`src/rtl/uart_pkg.sv`:
```
// Shared UART definitions: FSM state encodings and line levels used by both TX and RX.
// Combinational content only; no timing or flow control of its own.
package uart_pkg;

    typedef enum logic [2:0] {
        IDLE   = 3'd0,
        START  = 3'd1,
        DATA   = 3'd2,
        PARITY = 3'd3,
        STOP   = 3'd4
    } uart_state_t;

    localparam int   DATA_BITS   = 8;
    localparam logic START_LEVEL = 1'b0;
    localparam logic STOP_LEVEL  = 1'b1;
    localparam logic IDLE_LEVEL  = 1'b1;

    function automatic logic calc_parity(input logic [DATA_BITS-1:0] d, input logic odd);
        return (^d) ^ odd;
    endfunction

endpackage

```
`src/rtl/uart_baud_cnt.sv`:
```
// Bit-period divider: counts 0..CLKS_PER_BIT-1, bit_tick on terminal count, pre_tick one clk before.
// No backpressure; clear holds the count at 0 so the first period starts cleanly.
module uart_baud_cnt #(
    parameter int CLKS_PER_BIT = 434
) (
    input  logic clk,
    input  logic rst_n,
    input  logic clear,
    output logic bit_tick,
    output logic pre_tick
);

    localparam int            CW   = (CLKS_PER_BIT > 1) ? $clog2(CLKS_PER_BIT) : 1;
    localparam logic [CW-1:0] LAST = CW'(CLKS_PER_BIT - 1);
    localparam logic [CW-1:0] PRE  = CW'(CLKS_PER_BIT - 2);

    logic [CW-1:0] cnt;

    always_ff @(posedge clk) begin
        if (!rst_n || clear || bit_tick) begin
            cnt <= '0;
        end else begin
            cnt <= cnt + CW'(1);
        end
    end

    assign bit_tick = (cnt == LAST);
    assign pre_tick = (cnt == PRE);

endmodule

```
`src/rtl/uart_tx.sv`:
```
// UART transmitter: start, 8 data LSB first, optional parity, 1 stop; tx goes low the clk after acceptance.
// One byte in flight; tx_ready only in IDLE, so a source must hold tx_valid until accepted.
module uart_tx
    import uart_pkg::*;
#(
    parameter int CLKS_PER_BIT = 434,
    parameter bit PARITY_EN    = 1'b1,
    parameter bit PARITY_ODD   = 1'b0
) (
    input  logic       clk,
    input  logic       rst_n,
    input  logic [7:0] tx_data,
    input  logic       tx_valid,
    output logic       tx_ready,
    output logic       tx,
    output logic       tx_busy,
    output logic       tx_done
);

    uart_state_t          state;
    logic [DATA_BITS-1:0] shift;
    logic [2:0]           bit_idx;
    logic                 parity;
    logic                 bit_tick;
    logic                 pre_tick;
    logic                 baud_clear;

    assign baud_clear = (state == IDLE);
    assign tx_ready   = (state == IDLE);
    assign tx_busy    = (state != IDLE);

    uart_baud_cnt #(
        .CLKS_PER_BIT(CLKS_PER_BIT)
    ) u_baud (
        .clk      (clk),
        .rst_n    (rst_n),
        .clear    (baud_clear),
        .bit_tick (bit_tick),
        .pre_tick (pre_tick)
    );

    always_ff @(posedge clk) begin
        if (!rst_n) begin
            state   <= IDLE;
            tx      <= IDLE_LEVEL;
            tx_done <= 1'b0;
            bit_idx <= '0;
            shift   <= '0;
            parity  <= 1'b0;
        end else begin
            tx_done <= 1'b0;
            case (state)
                IDLE: begin
                    tx <= IDLE_LEVEL;
                    if (tx_valid) begin
                        shift   <= tx_data;
                        parity  <= calc_parity(tx_data, PARITY_ODD);
                        bit_idx <= '0;
                        tx      <= START_LEVEL;
                        state   <= START;
                    end
                end
                START: begin
                    if (bit_tick) begin
                        tx    <= shift[0];
                        state <= DATA;
                    end
                end
                DATA: begin
                    if (bit_tick) begin
                        shift <= shift >> 1;
                        if (bit_idx == 3'(DATA_BITS - 1)) begin
                            bit_idx <= '0;
                            if (PARITY_EN) begin
                                tx    <= parity;
                                state <= PARITY;
                            end else begin
                                tx    <= STOP_LEVEL;
                                state <= STOP;
                            end
                        end else begin
                            // shift[1] is the bit that lands in shift[0] on this same edge
                            bit_idx <= bit_idx + 3'd1;
                            tx      <= shift[1];
                        end
                    end
                end
                PARITY: begin
                    if (bit_tick) begin
                        tx    <= STOP_LEVEL;
                        state <= STOP;
                    end
                end
                STOP: begin
                    // pre_tick lands tx_done exactly on the last clk of the stop bit
                    if (pre_tick) tx_done <= 1'b1;
                    if (bit_tick) begin
                        tx    <= IDLE_LEVEL;
                        state <= IDLE;
                    end
                end
                default: begin
                    tx    <= IDLE_LEVEL;
                    state <= IDLE;
                end
            endcase
        end
    end

endmodule

```
`config.mk`:
```
export PLATFORM = sky130hd
export DESIGN_NAME = uart_tx
export DESIGN_NICKNAME = d
export VERILOG_FILES = /design/src/rtl/uart_pkg.sv /design/src/rtl/uart_baud_cnt.sv /design/src/rtl/uart_tx.sv
export SDC_FILE = /design/constraint.sdc
export NUM_CORES = 1
export LEC_CHECK = 0
export BUFFER_PORTS_ARGS = -buffer_cell sky130_fd_sc_hd__buf_4
export CORE_MARGIN = 1
export CORE_UTILIZATION = 30
export CTS_CLUSTER_DIAMETER = 60
export DETAILED_ROUTE_END_ITERATION = 16
export MAX_ROUTING_LAYER = met4
export PLACE_DENSITY_LB_ADDON = 0.05
export SLEW_MARGIN = 30
export SYNTH_ARGS = -nofsm -noshare
export SYNTH_HDL_FRONTEND = slang
export SYNTH_HIERARCHICAL = 1
export SYNTH_SLANG_ARGS = --single-unit
export TNS_END_PERCENT = 1
```
`constraint.sdc`:
```
create_clock -name clk -period 2.3 [get_ports clk]
set_input_delay 0.23 -clock clk [delete_from_list [all_inputs] [get_ports clk]]
set_output_delay 0.23 -clock clk [all_outputs]
set_load 0.02 [all_outputs]
```
==> out/metrics.yaml <==
die:
  start_util_pct: 32.3
  dieHeight_um: 68.6
  ioPinCount: 15
  rows: 23
  placeableCoreArea_um2: 4120
  die_area_um2: 4700
  die_x_um: 68.6
logic_synthesis:
  syn_area_um2: 1330
  yosys.area.top_type_share_pct: 39.2
  synthTopCellsByArea: "dfxtp_1 (39%), mux2i_1 (6.8%), xnor2_1 (5.9%)"
  syn_inst: 144
  yosysUniqueCellTypes: 35
  avgSynthCellArea_um2: 9.23
  ys_seq_area_share_pct: 39.2
  synth-seq-cells: 26
  synthesis.nets: 160
  synth_warnings: 6
  synth_largest_area_cell: "dfxtp_1"
cells_and_area:
  nFillCells: 442
  nNetsFinal: 177
  syn_to_final_growth_pct: 15.3
  antenna_cells: 0
  finalNonFillerCells: 209
  finalInstanceArea_um2: 1530
  drive_gt1_share_pct: 16.4
  final_util_pct: 37.2
pwr:
  p_int_mw: 0.640
  clockPowerShare_pct: 29.8
  sw_frac_of_total_pct: 23.7
  peakVddDrop_v: 0.000256
  comb_power_share_pct: 13.0
  p_seq_share_pct: 57.2
  power_density_nw_per_um2: 547
  power_switching_mw: 0.198
  p_total_mw: 0.838
  leakagePower_nw: 0.631
sta:
  finalCritPeriodShare_pct: 89.7
  setup_ws_ps: 238
  worst_pin_slew_ps: 469
  worst_clock_skew_ps: 1.76
  min_period_ps: 2060
  hold_viol_final: 0
  fin_setup_tns_ps: 0
  setup_violations: 0
  rsz0062_at_grt: "false"
  holdWs_ps: 246
  relSlewSlack_pct: 68.7
  report.final.slew_viol_count: 0
  clock.fmax_mhz: 485
clock_network:
  cts_setup_buffers: 0
  cts_sinks: 26
  ctsResizeCount: 0
  cts_hold_buf: 0
  clock-root-buffer: "clkbuf_8"
  clk_pin_slew_worst_paths_ps: 80
  cts_buffers: 3
  cts_tree: "done"
  clockBufferDepth: 2
  htree_levels: 1
  clk_latency_ps: 260
worst_setup_path:
  path_cells: "or4b_4, nor3_1, nand2_2, a21boi_4, buf_4, nand2_1, o211a_1"
  crit_path_top_delay_cell: "or4b_4"
  critical_path_class: "flip-flop to flip-flop"
  worst-r2r-setup-slack_ps: 240
  worst_setup_path_end_kind: "flip-flop"
  worstPathArrival_ps: 2230
  slowest_delay_ps: 570
  startpoint_type: "flip-flop"
  cp.required_ps: 2460
  critPathBufInv: 1
  cp_max_fo: 14
  critPathTopFamily: "simple AND/OR/NAND/NOR gates"
route:
  num_vias: 1018
  first_iter_violations: 63
  antenna_left: 0
  drc: 0
  routed_wl_um: 2590
  drt-pass1-iter-count: 4
  viasPerCell: 4.87
  wl_per_cell_um: 12.4
placed_design:
  dp.cells: 206
  port_buffers: 14
  pre_cts_slack_ps: 236
  dp_hpwl_um: 1910
  placed_area_um2: 1490
  place_congestion: 0.749
global_routing:
  grt_max_degree: 18
  gr-total-overflow: 0
  antenna_found_initial: 0
  grt_first_pass_wirelength_um: 4480
  grtUsageTotal_pct: 13.4
  grt_pass1_vias: 960
run:
  maxCapViolCount: 0
outcome:
  status: "finished, final reports clean"
hold_path:
  hold_path.class: "input pin to flip-flop"
-- power by group through the flow --
| stage | Clock, mW | Combinational, mW | Sequential [mW] |
|---|---|---|---|
| 2_1_floorplan | 0 | 0.0757 | 0.486 |
| 3_3_place_gp | 0 | 0.109 | 0.489 |
| 3_5_place_dp | 0 | 0.111 | 0.490 |
| 4_1_cts | 0.271 | 0.111 | 0.479 |
| 5_1_grt | 0.289 | 0.122 | 0.481 |
| 6_report | 0.250 | 0.109 | 0.479 |
-- tightest hold or removal path, delay by kind of cell --
| family | cells | cell delay, ps |
|---|---|---|
| simple gates | 1 | 90 |
| compound gates | 1 | 60 |
| buf+inv | 1 | 100 |
-- state kept, by name, indices dropped and copies added (netlist names) --
register	cells
tx	1
shift	8
parity	1
state	3
tx_done	1
u_baud/cnt	9
bit_idx	3
-- cells in the mapped netlist (all sizes together) --
cell	number
a211o	1
a21boi	1
a21oi	5
a22o	1
a22oi	3
and2	3
buf	4
clkbuf	1
dfxtp	26
ha	5
inv	9
mux2i	9
nand2	14
nand2b	2
nand3	4
nand4	2
nand4b	1
nor2	11
nor2b	3
nor3	4
nor4b	1
o211a	7
o21ai	8
o22ai	1
o311ai	1
o32ai	1
or3	4
or4b	1
xnor2	9
xor2	2
-- cell usage in the layout, fill, tap and decap left out, types with 3 or more instances in the layout --
cell type  instances
and2_1             3
buf_4             17
a21oi_1            5
nand3_1            4
mux2i_1            9
dfxtp_1           26
ha_1               5
nand2_1           13
or3_1              3
nor2b_1            3
o211a_1            7
inv_1              9
nor3_1             3
o21ai_0            6
xnor2_1            9
nor2_1            11
a22oi_1            3
clkbuf_8           3
-- routing by layer --
metal / routed length (um) / global-route usage, % / vias to the layer above
met4: 17 / 3.65 / 0
li1: - / - / 534
met1: 1320 / 18.2 / 465
met3: 109 / 3.95 / 2
met2: 1140 / 19.0 / 17
met5: 0 / - / -
-- area by class of cell --
type,count,area (um^2),area share [%]
tap,50,62.6,4.08
inverter,9,33.8,2.21
timing repair buffer,17,128,8.33
sequential,26,520,34.0
multi-input combinational,104,746,48.7
clock buffer,3,41.3,2.70
-- cells by family (layout without fill, tap and decap cells) --
| kind of cell | after synthesis | count (layout) | synth area share, % |
|---|---|---|---|
| AND/OR/NAND/NOR | 50 | 50 | 19.7 |
| XOR/XNOR | 11 | 11 | 7.25 |
| adder cells (fa/ha/maj) | 5 | 5 | 4.71 |
| multiplexers | 9 | 9 | 6.78 |
| AO/OA/AOI/OAI | 29 | 29 | 17.7 |
| buffers and inverters | 14 | 29 | 4.71 |
| flip-flops | 26 | 26 | 39.2 |
-- final timing paths --
check,from,end,depth (start not counted)
worst max-delay path,u_baud/cnt[6]$_SDFF_PP0_,shift[2]$_SDFFE_PN0P_,7
worst max register to register,u_baud/cnt[6]$_SDFF_PP0_,shift[2]$_SDFFE_PN0P_,7
worst min-delay path,tx_data[7],shift[7]$_SDFFE_PN0P_,3
worst min register to register,u_baud/cnt[8]$_SDFF_PP0_,u_baud/cnt[8]$_SDFF_PP0_,2
Note: power is estimated with default switching activity, not from simulation.
